===== config.mk =====
export PLATFORM = sky130hd
export DESIGN_NAME = gtech_arb8_rr
export DESIGN_NICKNAME = d
export VERILOG_FILES = /design/src/rtl/gtech_arb8_pkg.sv /design/src/rtl/gtech_rr_pick8.sv /design/src/rtl/gtech_arb8_rr.sv
export SDC_FILE = /design/constraint.sdc
export NUM_CORES = 1
export LEC_CHECK = 0
export ABC_AREA = 1
export CELL_PAD_IN_SITES_DETAIL_PLACEMENT = 0
export CELL_PAD_IN_SITES_GLOBAL_PLACEMENT = 1
export CORE_MARGIN = 2
export CORE_UTILIZATION = 37
export DETAILED_ROUTE_END_ITERATION = 16
export HOLD_SLACK_MARGIN = 0.05
export PLACE_DENSITY = 0.8
export SLEW_MARGIN = 40
export SYNTH_ARGS = -nofsm -noshare
export SYNTH_HDL_FRONTEND = slang
export SYNTH_SLANG_ARGS = --single-unit

===== constraint.sdc =====
create_clock -name CLK -period 4.1 [get_ports CLK]
set_input_delay 0.82 -clock CLK [delete_from_list [all_inputs] [get_ports CLK]]
set_output_delay 0.82 -clock CLK [all_outputs]
set_load 0.05 [all_outputs]

===== src/rtl/gtech_arb8_pkg.sv =====
// Shared constants, FSM state type and one-hot helper for the gtech_arb8_rr
// round-robin arbiter and its pick sub-block.
package gtech_arb8_pkg;

    localparam int ARB8_N   = 8;
    localparam int ARB8_IDW = 3;

    typedef enum logic [1:0] {
        ST_IDLE  = 2'd0,
        ST_GRANT = 2'd1,
        ST_GAP   = 2'd2
    } arb8_state_t;

    function automatic logic [ARB8_N-1:0] arb8_onehot(input logic [ARB8_IDW-1:0] idx);
        logic [ARB8_N-1:0] v;
        v = {{(ARB8_N-1){1'b0}}, 1'b1} << idx;
        return v;
    endfunction

endpackage


===== src/rtl/gtech_rr_pick8.sv =====
// Combinational round-robin pick: rotate REQ so PTR lands on bit 0, take the
// lowest set bit, then rotate the index back into requester numbering.
module gtech_rr_pick8
    import gtech_arb8_pkg::*;
(
    input  logic [ARB8_N-1:0]   REQ,
    input  logic [ARB8_IDW-1:0] PTR,
    output logic                ANY,
    output logic [ARB8_IDW-1:0] WIN
);

    logic [ARB8_N-1:0]   rot_s;
    logic [ARB8_IDW-1:0] off_s;

    // Bit j of rot_s is REQ[(PTR + j) mod 8]; a shift by 8 yields zero when PTR is 0.
    assign rot_s = (REQ >> PTR) | (REQ << (4'd8 - {1'b0, PTR}));

    // Lowest set bit of the rotated vector (scan high to low so the lowest wins).
    always_comb begin
        off_s = {ARB8_IDW{1'b0}};
        for (int i = ARB8_N - 1; i >= 0; i--) begin
            off_s = rot_s[i] ? ARB8_IDW'(i) : off_s;
        end
    end

    assign ANY = |REQ;
    assign WIN = PTR + off_s;

endmodule


===== src/rtl/gtech_arb8_rr.sv =====
// Eight-way round-robin arbiter with registered one-hot grant and a NOR8 idle flag.
// Optional forced release after MAX_HOLD cycles when GTECH_ARB8_TIMEOUT_EN is defined.
module gtech_arb8_rr
    import gtech_arb8_pkg::*;
#(
    parameter int NREQ     = 8,
    parameter int MAX_HOLD = 16
) (
    input  logic                CLK,
    input  logic                RST,
    input  logic [NREQ-1:0]     REQ,
    output logic [NREQ-1:0]     GNT,
    output logic [ARB8_IDW-1:0] GNT_ID,
    output logic                VALID,
    output logic                IDLE,
    output logic                TIMEOUT
);

    arb8_state_t         state_q, state_d;
    logic [ARB8_IDW-1:0] ptr_q, ptr_d;
    logic [ARB8_IDW-1:0] id_q, id_d;
    logic [ARB8_N-1:0]   gnt_q, gnt_d;
    logic                valid_q, valid_d;
    logic                timeout_q, timeout_d;
    logic                any_s;
    logic [ARB8_IDW-1:0] win_s;
    logic                cur_req_s;
    logic                force_s;

    gtech_rr_pick8 u_pick (
        .REQ (REQ),
        .PTR (ptr_q),
        .ANY (any_s),
        .WIN (win_s)
    );

    assign cur_req_s = REQ[id_q];

`ifdef GTECH_ARB8_TIMEOUT_EN
    localparam logic [7:0] HOLD_LAST = 8'(MAX_HOLD - 1);

    logic [7:0] hold_q, hold_d;

    // Tenure counter: zero on entry to a grant, counts every granted cycle.
    always_comb begin
        hold_d = hold_q;
        if (state_q == ST_IDLE) begin
            hold_d = 8'd0;
        end else if (state_q == ST_GRANT) begin
            hold_d = hold_q + 8'd1;
        end else begin
            hold_d = hold_q;
        end
    end

    // Tenure counter register.
    always_ff @(posedge CLK) begin
        if (RST) begin
            hold_q <= 8'd0;
        end else begin
            hold_q <= hold_d;
        end
    end

    assign force_s = (state_q == ST_GRANT) && (hold_q == HOLD_LAST);
`else
    assign force_s = 1'b0;
`endif

    // Next-state and next-output logic for the arbitration FSM.
    always_comb begin
        state_d   = state_q;
        ptr_d     = ptr_q;
        id_d      = id_q;
        gnt_d     = gnt_q;
        valid_d   = valid_q;
        timeout_d = 1'b0;
        case (state_q)
            ST_IDLE: begin
                if (any_s) begin
                    state_d = ST_GRANT;
                    gnt_d   = arb8_onehot(win_s);
                    id_d    = win_s;
                    valid_d = 1'b1;
                end else begin
                    state_d = ST_IDLE;
                end
            end
            ST_GRANT: begin
                // A requester that drops on the limit cycle releases normally, no pulse.
                if (!cur_req_s || force_s) begin
                    state_d   = ST_GAP;
                    gnt_d     = {ARB8_N{1'b0}};
                    valid_d   = 1'b0;
                    ptr_d     = id_q + 3'd1;
                    timeout_d = force_s && cur_req_s;
                end else begin
                    state_d = ST_GRANT;
                end
            end
            ST_GAP: begin
                state_d = ST_IDLE;
            end
            default: begin
                state_d = ST_IDLE;
                gnt_d   = {ARB8_N{1'b0}};
                valid_d = 1'b0;
            end
        endcase
    end

    // State and output registers.
    always_ff @(posedge CLK) begin
        if (RST) begin
            state_q   <= ST_IDLE;
            ptr_q     <= 3'd0;
            id_q      <= 3'd0;
            gnt_q     <= 8'h00;
            valid_q   <= 1'b0;
            timeout_q <= 1'b0;
        end else begin
            state_q   <= state_d;
            ptr_q     <= ptr_d;
            id_q      <= id_d;
            gnt_q     <= gnt_d;
            valid_q   <= valid_d;
            timeout_q <= timeout_d;
        end
    end

    assign GNT     = gnt_q;
    assign GNT_ID  = id_q;
    assign VALID   = valid_q;
    assign TIMEOUT = timeout_q;
    assign IDLE    = ~|REQ;

endmodule


==> run_results.csv, run 1 <==
group,metric,value,unit
synth,yosys.area.top_type,"dfxtp_1",
clock_tree,cts_hold_buf,0,
power_and_ir_drop,leakagePower,0.766,nW
worst_setup_path,crit_fanout,4,
sta,tns,0,ns
power_and_ir_drop,powerDensity,892,nW/um^2
routing,wl_per_cell,11.8,um
clock_tree,cts_tree,"yes",
clock_tree,numCtsBuffers,3,
layout,drive_above_1_share,0.156,
synth,syn_avg_cell_area,6.25,sq um
routing,drt_first_pass_iters,4,
routing,dr.first_iter.drc_count,69,
clock_tree,cts_setup_buffers,0,
synth,synth_cell_types,33,
sta,period_share,0.834,
routing,ant_nets,0,
sta,hold_viol_final,0,
routing,wl,3.58,mm
synth,synth.area.top_cells,"dfxtp_1, nand2_1, nand3_1",
floorplanning,rows,22,
worst_setup_path,cpMostUsedCell,"clkdlybuf4s50_1",
worst_setup_path,cp_num_buf_inv,3,
sta,rsz0062_at_grt,"false",
placed_design,portBuffers,22,
layout,antennaDiodeCount,0,
synth,syn_area,1470,sq um
sta,fmax,292,MHz
layout,syn2layout_area_growth,20.0,%
synth,ys_warn_count,0,
floorplanning,start_util,0.392,
worst_setup_path,cp.required,3.28,ns
floorplanning,fp.dieH,67.0,um
worst_setup_path,critical_path_arrival,2.60,ns
grt,antenna_found_initial,0,
sta,setup_viol,0,
sta,final.min_clock_period,3.42,ns
layout,instances_no_fill,305,
layout,fill_cells,424,
floorplanning,io-pin-count,24,
worst_setup_path,critPathSlowestCell,"clkdlybuf4s50_1",
job,maxCapViolations,0,
worst_setup_path,slowest_delay,0.79,ns
synth,synth.top_cell.area_share,0.232,
placed_design,dp_hpwl,2.93,mm
synth,ys_seq_area_frac,0.232,
floorplanning,die_x,67.0,um
sta,slew_headroom,0.663,
grt,grt_pass1_vias,1461,
routing,vias_per_cell,4.99,
run_status,run_status,"finished clean",
synth,syn_inst,235,
layout,multi_input_area,1000,sq um
grt,gr-usage-all-layers,0.178,
clock_tree,cts_resized,0,
floorplanning,coreArea,3740,sq um
power_and_ir_drop,power,1.57,mW
clock_tree,cts_htree_levels,1,
clock_tree,clk_pin_slew_worst_paths,0.06,ns
grt,grt_pass1_wl,6.23,mm
synth,ys_ff_latch,17,
layout,final_cell_mix,"nand2_1, nand3_1, clkdlybuf4s50_1, nor2_1",
routing,drcViolationCount,0,
worst_setup_path,path_class,"input pin to primary output",
placed_design,dp_cells,301,
worst_setup_path,crit_family,"buffers and inverters",
worst_setup_path,path_cells,"clkdlybuf4s50_1 -> nor4_1 -> nand2_1 -> inv_1 -> clkdlybuf4s50_1",
floorplanning,die_area,4490,sq um
grt,grt_max_degree,13,
sta,slew_violations,0,
routing,vias,1523,
clock_tree,clk_latency,0.25,ns
worst_setup_path,crit_path_end_kind,"primary output",
worst_setup_path,critPathLaunchType,"input pin",
layout,fin_nets,272,
layout,seqCellArea,340,sq um
clock_tree,cts_root_buffer,"clkbuf_8",
layout,layout_commonest_cell,"nand2_1",
sta,fin_worst_skew,0.00405,ns
power_and_ir_drop,peakVddDrop,0.448,mV
sta,tightest_slew,0.504,ns
grt,overflow,0,
clock_tree,cts_sinks,17,
clock_tree,cts_buffer_depth,2,
synth,synth_nets,249,
worst_hold_path,min_path_type,"flop to flop",
placed_design,place.gp.congestion,0.843,
[through the flow]
stage                     instance area, sq um  setup WS [ns]  utilization  hold WS (ns)
after floorplan                           1470           1.11            -         0.547
final                                     1760          0.679        0.471         0.462
after CTS                                 1760          0.660        0.471         0.469
after global placement                    1720          0.477        0.459         0.453
after global routing                      1760          0.274        0.471         0.487
after detailed placement                  1720          0.389        0.459         0.457
[sequential cells by signal, indices dropped and copies added (netlist names)]
name and flops:
VALID 1, state_q 2, ptr_q 3, GNT 8, GNT_ID 3
[path summary, 6_finish.rpt]
kind | cells past startpoint | slack, ns | to | from
max | 5 | 0.68 | IDLE | REQ[1]
min | 2 | 0.46 | VALID | VALID
max reg2reg | 21 | 0.74 | GNT[4] | ptr_q[1]
min reg2reg | 2 | 0.46 | VALID | VALID
[power breakdown]
part	switching [mW]	internal, mW	total, mW
Combinational	0.775	0.402	1.18
Clock	0.0543	0.0689	0.123
Sequential	0.0578	0.214	0.272
Total	0.887	0.685	1.57
[cell usage after synthesis]
cell      instances
nor4_1            2
fa_1              1
clkinv_1          1
inv_1            13
buf_2             1
o21ai_0          12
nand3_1          31
dfxtp_1          17
nor3_1            1
nand4_1           2
o21ai_2           1
a21oi_1          17
nor2_4            4
inv_4             1
o21bai_1          1
o211ai_1          1
buf_4             1
ha_1              3
a31oi_1           1
nor2_2            5
o21a_1            1
nand2_4           4
nand3_2           2
nor2_1           20
inv_8             1
clkbuf_1          1
nand2_2          13
buf_6             2
conb_1            1
a21oi_2           1
nand2_1          67
inv_2             4
xnor2_1           2
[worst min-delay path, cell delays in order, from the launching register on]
cell and delay [ns]:
dfxtp_1 0.31, nand2_1 0.06, a21oi_1 0.05
[cells by family after synthesis]
logic type | Yosys count | share of synthesized area
AO/OA/AOI/OAI | 35 | 0.130
AND/OR/NAND/NOR | 151 | 0.500
XOR/XNOR | 2 | 0.0119
flip-flops | 17 | 0.232
adder cells (fa/ha/maj) | 4 | 0.0392
other | 1 | 0.00255
buffers and inverters | 25 | 0.0843
[routing by layer]
metal / vias up / global-route usage / wire length (um)
met5: - / 0 / 0
met4: 0 / 0.0536 / 44
met3: 5 / 0.0101 / 104
met2: 27 / 0.302 / 1690
met1: 679 / 0.240 / 1750
li1: 812 / - / -
[area by class of cell]
cell class                 instances  area share
tap                               48      0.0341
clock buffer                       4      0.0256
sequential                        17       0.193
inverter                          20      0.0483
timing repair buffer              23       0.129
multi-input combinational        193       0.570
Power figures use the tool's default switching activity.
==> run 2: changes to the inputs <==
- CORE_UTILIZATION: 37 -> 33
- PLACE_DENSITY: 0.8 -> 0.75
- clock period: 4.1 -> 2.82 ns (I/O delays scaled with it)
==> run 2 against run 1 <==
Against the previous run: register-to-register slack worse by 0.72 ns; cell area increased by 23%; clock power is 45% higher; global-route usage fell by 1.0 points; count of clock-buffer cells in the layout did not move; worst setup slack worse by 0.66 ns; routed wire length is 13% higher; clock skew fell by 0.0026 ns; critical endpoint is now GNT[5]; highest routed layer unchanged.
==> run_results.csv, run 2 (synthesis results as in run 1) <==
group,metric,value,unit
floorplanning,coreArea,4320,sq um
clock_tree,cts_htree_levels,1,
worst_setup_path,rr_worst_depth,22,
sta,final.min_clock_period,2.80,ns
worst_setup_path,slowest_delay,0.37,ns
grt,grt_pass1_vias,1592,
routing,ant_nets,0,
clock_tree,cts_hold_buf,0,
placed_design,dp_hpwl,3.20,mm
placed_design,place_area,2010,sq um
worst_setup_path,cp.required,3.00,ns
grt,grt_max_degree,13,
worst_setup_path,crit_path_end_kind,"flop",
layout,stdcell_area,2170,sq um
clock_tree,cts_root_buffer,"clkbuf_8",
clock_tree,numCtsBuffers,3,
floorplanning,die_area,5000,sq um
worst_setup_path,rrSetupSlack,0.02,ns
layout,antennaDiodeCount,0,
power_and_ir_drop,combPwrFrac,0.808,
sta,fmax,357,MHz
floorplanning,fp.dieH,70.7,um
worst_setup_path,crit_family,"adder cells",
power_and_ir_drop,pwr-share-seq,0.131,
routing,dr.first_iter.drc_count,63,
layout,largest_register_ffs,8,
clock_tree,clk_latency,0.25,ns
floorplanning,io-pin-count,24,
sta,hold_slack,0.464,ns
layout,drive_above_1_share,0.348,
placed_design,portBuffers,22,
worst_setup_path,critPathLaunchType,"flop",
run_status,run_status,"finished clean",
grt,antenna_found_initial,0,
grt,top_usage_layer,"met2",
grt,gr-usage-all-layers,0.168,
worst_hold_path,hold_end,"GNT[0]",
placed_design,place.gp.congestion,0.849,
layout,final_cell_mix,"nand2_1, buf_4, nand3_1, nand2_2, nor2_1",
worst_setup_path,crit_fanout,7,
floorplanning,rows,24,
sta,period_share,0.995,
routing,drt_first_pass_iters,4,
job,maxCapViolations,0,
worst_setup_path,critPathSlowestCell,"dfxtp_4",
worst_setup_path,critical_path_arrival,2.99,ns
worst_setup_path,path_cells,"inv_8 -> ha_4 -> inv_6 -> nand3_4 -> nand3_2 -> nand2_1 -> nand2_1 -> nand2_2 -> a31oi_4 -> o21ai_2 -> nand2_1 -> a21oi_2 -> ha_2 -> inv_2 -> fa_2 -> xnor2_2 -> inv_1 -> nand2_2 -> nand2_4 -> inv_2 -> nand2_2 -> a21oi_2",
routing,drcViolationCount,0,
worst_hold_path,min_path_cells,2,
sta,tightest_slew,0.507,ns
sta,slew_violations,0,
worst_hold_path,hp-start,"GNT[0]",
routing,wl,4.06,mm
sta,rsz0062_at_grt,"true",
sta,slew_headroom,0.661,
grt,use_met1,0.219,
power_and_ir_drop,leakagePower,0.984,nW
sta,fin_worst_skew,0.00148,ns
floorplanning,start_util,0.340,
power_and_ir_drop,powerDensity,1360,nW/um^2
routing,wl_per_cell,11.8,um
worst_setup_path,cp_num_buf_inv,5,
grt,grt_util_met2,0.293,
layout,layout_commonest_cell,"nand2_1",
sta,hold_viol_final,0,
power_and_ir_drop,switching_share,0.520,
clock_tree,cts_buffer_depth,2,
floorplanning,die_x,70.7,um
routing,vias_per_cell,4.90,
layout,syn2layout_area_growth,47.8,%
routing,vias,1691,
grt,overflow,0,
power_and_ir_drop,clockPowerShare,0.060,
layout,fin_nets,308,
power_and_ir_drop,peakVddDrop,0.610,mV
worst_setup_path,r2r_start,"ptr_q[0]",
grt,grt_pass1_wl,6.89,mm
clock_tree,cts_tree,"yes",
power_and_ir_drop,switchingPower,1.53,mW
sta,setup_viol,0,
worst_setup_path,path_class,"flop to flop",
grt,grt_use_met3,0.0199,
power_and_ir_drop,internal_power,1.41,mW
worst_setup_path,timing.rr.end,"GNT[5]",
clock_tree,clk_pin_slew_worst_paths,0.06,ns
worst_hold_path,min_path_type,"flop to flop",
clock_tree,cts_sinks,17,
==> run 2: final cells by class <==
class,instances,area [sq um]
multi-input cells,193,1110
flip-flops and latches,17,345
fillers,454,2150
clock buffers,4,45.0
repair buffers,59,509
inverters,20,92.6
well taps,52,65.1
==> run 2: worst max path at each step <==
stage | startpoint | to | slack [ns] | cells past startpoint
6_report | ptr_q[0] | GNT[5] | 0.02 | 22
5_1_grt | ptr_q[0] | GNT[4] | -0.21 | 22
4_1_cts | ptr_q[0] | GNT[4] | 0.003 | 22
3_5_place_dp | REQ[2] | GNT[4] | -0.44 | 20
3_3_place_gp | REQ[2] | GNT[4] | -0.43 | 21
2_1_floorplan | ptr_q[0] | GNT[4] | 0.008 | 23
==> run 2: per-stage QoR <==
step / setup TNS [ns] / util / instances / total power, mW / setup WS (ns)
final: 0 / 0.502 / 345 / 2.95 / 0.0152
after global routing: -1.45 / 0.502 / 345 / 3.23 / -0.206
after CTS: 0 / 0.474 / 342 / 2.68 / 0.00314
after detailed placement: -3.68 / 0.466 / 338 / 2.50 / -0.442
after global placement: -3.61 / 0.466 / 338 / 2.50 / -0.432
after floorplan: 0 / - / 235 / 1.84 / 0.00850
==> run 2: repair_timing <==
action                                  in CTS  in global routing
setup buffers                                0                  3
endpoints found under the setup margin       9                  9
resized for setup                            8                 27
pin swaps                                    1                  4
==> run 2: worst min-delay path: cells and delay by family, from the launching register on <==
kind             cells  cell delay, ns
flip-flops           1            0.31
AO/OA/AOI/OAI        1            0.05
AND/OR/NAND/NOR      1            0.06
==> run 2: metal layers <==
metal / vias to the layer above / share of wire
li1: 885 / -
met1: 771 / 0.47
met2: 30 / 0.48
met3: 5 / 0.032
met4: 0 / 0.010
met5: - / 0
==> run 2: power by group through the flow <==
stage                     Clock (mW)  Sequential [mW]  Combinational, mW
after floorplan                    0            0.523               1.31
after global placement             0            0.390               2.11
after detailed placement           0            0.388               2.11
after CTS                      0.182            0.384               2.11
after global routing           0.193            0.397               2.64
final                          0.178            0.386               2.38
